File: src/rtl/lsu_store_merge.sv
// lsu_store_merge: multicycle load/store sequencer with read-modify-write for
// sub-word stores (SH/SB) and low-lane extraction for sub-word loads (LH/LB).
// Optional build macro: LSU_SIGN_EXT_EN -- LH/LB sign-extend instead of zero-extend.
module lsu_store_merge #(
   parameter int unsigned MEM_LATENCY = 1
) (
   input  logic        clk,
   input  logic        reset,
   input  logic        start,
   input  logic [2:0]  op,
   input  logic [31:0] addr,
   input  logic [31:0] b_in,
   input  logic [31:0] mem_rdata,
   output logic [31:0] mem_addr,
   output logic [31:0] mem_wdata,
   output logic        mem_wr,
   output logic [31:0] load_data,
   output logic        busy,
   output logic        done,
   output logic        err
);

   localparam int unsigned CW = 3;

`ifdef LSU_SIGN_EXT_EN
   localparam logic SIGN_EXT = 1'b1;
`else
   localparam logic SIGN_EXT = 1'b0;
`endif

   localparam logic [2:0] OP_LW = 3'b000;
   localparam logic [2:0] OP_LH = 3'b001;
   localparam logic [2:0] OP_LB = 3'b010;
   localparam logic [2:0] OP_SW = 3'b100;
   localparam logic [2:0] OP_SH = 3'b101;
   localparam logic [2:0] OP_SB = 3'b110;

   typedef enum logic [1:0] {IDLE, READ, WRITE, DONE} state_t;

   state_t        state;
   logic [2:0]    op_q;
   logic [15:0]   b_lo;
   logic [CW-1:0] cnt;

   // Only the six defined opcodes start a memory access.
   function automatic logic op_legal(input logic [2:0] o);
      case (o)
         OP_LW, OP_LH, OP_LB, OP_SW, OP_SH, OP_SB: op_legal = 1'b1;
         default:                                  op_legal = 1'b0;
      endcase
   endfunction

   // Merge the low lane of the store source into the fetched word.
   function automatic logic [31:0] merge(input logic [2:0] o, input logic [31:0] w,
                                         input logic [15:0] b);
      case (o)
         OP_SH:   merge = {w[31:16], b};
         default: merge = {w[31:8], b[7:0]};
      endcase
   endfunction

   // Extract the low lane of the fetched word for a load.
   function automatic logic [31:0] extend(input logic [2:0] o, input logic [31:0] w);
      case (o)
         OP_LH:   extend = {{16{SIGN_EXT & w[15]}}, w[15:0]};
         OP_LB:   extend = {{24{SIGN_EXT & w[7]}}, w[7:0]};
         default: extend = w;
      endcase
   endfunction

   // Sequencer: state and all outputs registered together. The fetched word is
   // consumed on the same edge that captures it, so no separate word register.
   always_ff @(posedge clk or negedge reset) begin
      if (!reset) begin
         state     <= IDLE;
         op_q      <= 3'b000;
         b_lo      <= 16'h0000;
         cnt       <= '0;
         mem_addr  <= 32'h0000_0000;
         mem_wdata <= 32'h0000_0000;
         mem_wr    <= 1'b0;
         load_data <= 32'h0000_0000;
         busy      <= 1'b0;
         done      <= 1'b0;
         err       <= 1'b0;
      end else begin
         case (state)
            IDLE: begin
               if (start) begin
                  op_q     <= op;
                  b_lo     <= b_in[15:0];
                  mem_addr <= addr;
                  busy     <= 1'b1;
                  if (!op_legal(op)) begin
                     done  <= 1'b1;
                     err   <= 1'b1;
                     state <= DONE;
                  end else if (op == OP_SW) begin
                     mem_wdata <= b_in;
                     mem_wr    <= 1'b1;
                     state     <= WRITE;
                  end else begin
                     cnt   <= CW'(MEM_LATENCY);
                     state <= READ;
                  end
               end
            end
            READ: begin
               cnt <= cnt - CW'(1);
               if (cnt == CW'(1)) begin
                  if (op_q[2]) begin
                     mem_wdata <= merge(op_q, mem_rdata, b_lo);
                     mem_wr    <= 1'b1;
                     state     <= WRITE;
                  end else begin
                     load_data <= extend(op_q, mem_rdata);
                     done      <= 1'b1;
                     state     <= DONE;
                  end
               end
            end
            WRITE: begin
               mem_wr <= 1'b0;
               done   <= 1'b1;
               state  <= DONE;
            end
            DONE: begin
               done  <= 1'b0;
               err   <= 1'b0;
               busy  <= 1'b0;
               state <= IDLE;
            end
            default: state <= IDLE;
         endcase
      end
   end

endmodule

File: config.mk
export PLATFORM = sky130hd
export DESIGN_NAME = lsu_store_merge
export DESIGN_NICKNAME = d
export VERILOG_FILES = /design/src/rtl/lsu_store_merge.sv
export SDC_FILE = /design/constraint.sdc
export NUM_CORES = 1
export LEC_CHECK = 0
export CORE_ASPECT_RATIO = 1.75
export CORE_MARGIN = 2
export CORE_UTILIZATION = 45
export DETAILED_ROUTE_END_ITERATION = 12
export PLACE_DENSITY = 0.81
export SLEW_MARGIN = 20
export SYNTH_ARGS = -nofsm -noshare
export SYNTH_HDL_FRONTEND = slang
export SYNTH_SLANG_ARGS = --single-unit
File: constraint.sdc
create_clock -name clk -period 2.7 [get_ports clk]
set_clock_uncertainty 0.15 [all_clocks]
set_input_delay 0.54 -clock clk [delete_from_list [all_inputs] [get_ports clk]]
set_output_delay 0.54 -clock clk [all_outputs]
set_load 0.01 [all_outputs]
==> reports/results.txt <==
The number of gates resized after CTS was 0. Static timing analysis puts the maximum clock frequency at 0.425 GHz. The worst register-to-register path ends at mem_wdata[16].

Setup repair after global routing left no endpoint under its margin. The worst hold path was traced through 2 stages. After floorplanning, the core was divided into 53 placement rows.

Setup violations remaining at the end of the flow were counted as 0. Number of levels in the clock H-tree: 4. Worst-case register-to-register setup slack: 0.35 ns. The largest driver fanout on the critical path works out to 32.

The final weighted congestion of routability-driven global placement was 0.867. met2 is the most crowded layer. The setup fix buffers added after clock tree synthesis was 0. From synthesis to final layout, the design area changed by 49.8%. Count of input and output buffers: 201. The vertical die dimension is 151 um. The fraction of synthesized cell area taken by the top area cell type is 0.561. 0 antenna diodes ended up in the layout.

Sorting the synthesized cells by area gives the leading types as dfrtp_1, mux2_2, mux2_4. OpenSTA, run right after detailed placement, puts the worst setup slack at -0.0181 ns. At the pin with the least slew margin, the transition time is 0.526 ns.

The run gives 38 as the number of distinct library cells after synthesis. For the post-route worst setup slack, the log shows 0.345 ns. The via count of the first global-routing pass was 4255. For the met1 track utilization from global routing, the log shows 0.221. The post-layout total power came out at 0.0105 W. TritonCTS built the clock tree. Measured in cells, the most critical reg-to-reg path has a length of 6. The run gives 202 as the I/O pin total. The top cell types in the final layout, fill and taps aside, are clkdlybuf4s50_1, dfrtp_1, mux2_2, nand2_1, mux2_4.

Most area-hungry cell type in the Yosys netlist: dfrtp_1. The total overflow left after global routing is 0. The layout net count is 720, and the overall routing resource usage is 0.215. The clock passes through at most 2 buffers. The share of the cycle needed by the critical path after routing came out at 0.872. Clock-pin slew was measured on the worst setup and hold paths at 0.06 ns.

The tools report the first-iteration detailed-routing DRC count as 167. Detailed placement ended at an HPWL of 10.3 mm. The count of hold-fix buffers inserted at cts came out at 1. The flow ran to the end, and the final reports show no timing, DRC or antenna violations. The clock sink total was 124. In this run, CTS created clock tree buffers numbering 17. Synthesis handed over a netlist of 400 instances. The pin count of the biggest net entering global routing is 43, and the minimum period implied by the final worst setup slack is 2.35 ns.

The run gives 21.6 mm as the wire length of the first global-routing pass. The tools report the core footprint as 12000 um2. Across all layers, the routed design uses 3989 vias.

The worst setup path is captured at a flop. Worst supply voltage drop on vdd: 0.654 mV. The startpoint kind of the worst setup timing path is a flop. In this run the power density over the cells is 1270 nW/um2. Data on the critical path is required at its endpoint by 2.84 ns.

The fraction of final layout cells with drive strength greater than 1 was 0.268; the final count of pins violating max slew was 0. The detailed-route wire length per cell is 17.6 um, and the max-cap violation count is 0. Fraction of the yosys area taken by sequential cells: 0.561.

Before antenna repair, the detailed router went through 5 iterations. The die is 87.8 um wide. For the count of endpoints failing hold in the final timing report, the log shows 0.

Number of vias per cell after detailed routing: 5.06. In this run the worst setup path begins at state[1]. Worst relative slew slack: 0.649.

The post-detailed-route count of antenna-violating nets came out at 0. The clock reaches the later pin of the worst-skew pair after 0.40 ns. For hold timing, the worst endpoint is load_data[13].

For the fraction of met3 tracks used by global routing, the log shows 0.0740. After detailed placement, the total cell area comes to 7680 um2. STA puts the critical path data arrival time at 2.49 ns. The mean instance size in the synthesized netlist works out to 13.8 um2. The worst register-to-register path begins at state[1]. Synthesis inferred 124 register bits. The path class of the tightest hold or removal check is reg -> reg. The critical path is of the reg -> reg type. For this run, the number of Yosys warnings is 0.

When the netlist entered floorplanning its net count stood at 509. The cell area that synthesis handed to floorplanning was 5530 um2. The run gives 0 as the number of design rule violations left after detail routing. The tools report the startpoint of the lowest-slack hold path as load_data[13]. The logs give 0.461 for the starting density of the core and 0.389 for the met2 layer usage reported by global route. The commonest non-fill, non-tap cell in the layout is clkdlybuf4s50_1. The total die area is 13200 um2, and the aggregate routed wire length is 13.9 mm. The finished cells cover 8290 um2. The number of antenna violations at the first check in global routing was 0; the leakage power total was 3.64 nW.

The layout has 865 filler cells. Clock tree root buffer cell: clkbuf_16.
## metal layers
layer	routed length (um)	part of all wire
met5	0	0
met3	965	0.069
met4	335	0.024
met1	4890	0.35
met2	7710	0.55
## worst max path at each step
stage                     cells after the start  slack [ns]             to
after CTS                                     6        0.36   mem_wdata[6]
after detailed placement                      6       -0.02   mem_wdata[3]
after floorplan                               9        0.58  mem_wdata[10]
final                                         6        0.35  mem_wdata[16]
after global routing                          6        0.29   mem_wdata[3]
after global placement                        6        0.04   mem_wdata[2]
## metrics by stage
| step | cells | setup TNS, ns | hold slack [ns] | util |
|---|---|---|---|---|
| 2_1_floorplan | 400 | 0 | 0.0944 | - |
| 3_3_place_gp | 756 | 0 | 0.311 | 0.640 |
| 3_5_place_dp | 756 | -0.172 | 0.320 | 0.640 |
| 4_1_cts | 789 | 0 | 0.332 | 0.690 |
| 5_1_grt | 789 | 0 | 0.349 | 0.690 |
| 6_report | 789 | 0 | 0.329 | 0.690 |
## worst max-delay path, stage by stage, from the launching register on
cell     delay, ns
dfrtp_1       0.40
inv_1         0.13
ha_1          0.35
nor2_1        0.12
or3_2         0.52
buf_12        0.21
mux2_4        0.32
## sequential cells by signal (all words and copies together) (netlist names)
name	count
err	1
mem_wdata	32
cnt	3
mem_wr	1
op_q	3
mem_addr	32
done	1
b_lo	16
state	2
busy	1
load_data	32
## synthesized netlist by cell type, drive strengths merged
cell	n
o311ai	1
ha	7
nor3	1
inv	9
a211o	1
nand3	3
o41ai	1
clkbuf	9
mux2i	3
nand2b	2
o22a	1
and3b	1
a22oi	1
nand2	41
buf	13
mux2	115
and2b	1
dlygate4sd1	1
nor2	12
nor3b	1
a22o	16
xor2	1
nand3b	1
nor2b	1
o31ai	3
o21ai	13
a21oi	4
o211ai	1
a31oi	9
xnor2	1
or3	1
dfrtp	124
or3b	1
## power breakdown
part | switching [W] | total, W | internal (W)
Clock | 0.000847 | 0.00226 | 0.00141
Combinational | 0.00192 | 0.00491 | 0.00299
Sequential | 0.000538 | 0.00333 | 0.00280
Total | 0.00330 | 0.0105 | 0.00720
## logic make-up (layout without fill, tap and decap cells)
family	Yosys count	in the layout	synth area share
fa+ha+maj	7	7	0.0158
compound gates	51	51	0.0640
mux	118	118	0.260
simple gates	66	66	0.0525
flops	124	124	0.561
xor+xnor	2	2	0.00317
buf+inv	32	256	0.0434
## layout make-up
| type | count | area, um2 | area share |
|---|---|---|---|
| multi-input cells | 244 | 2190 | 0.265 |
| clock buffers | 19 | 453 | 0.0547 |
| inverters | 9 | 33.8 | 0.00408 |
| clock inverters | 13 | 141 | 0.0171 |
| well taps | 165 | 206 | 0.0249 |
| flip-flops and latches | 124 | 3100 | 0.375 |
| repair buffers | 215 | 2150 | 0.260 |
No activity file was read; power rests on OpenSTA's default activity.
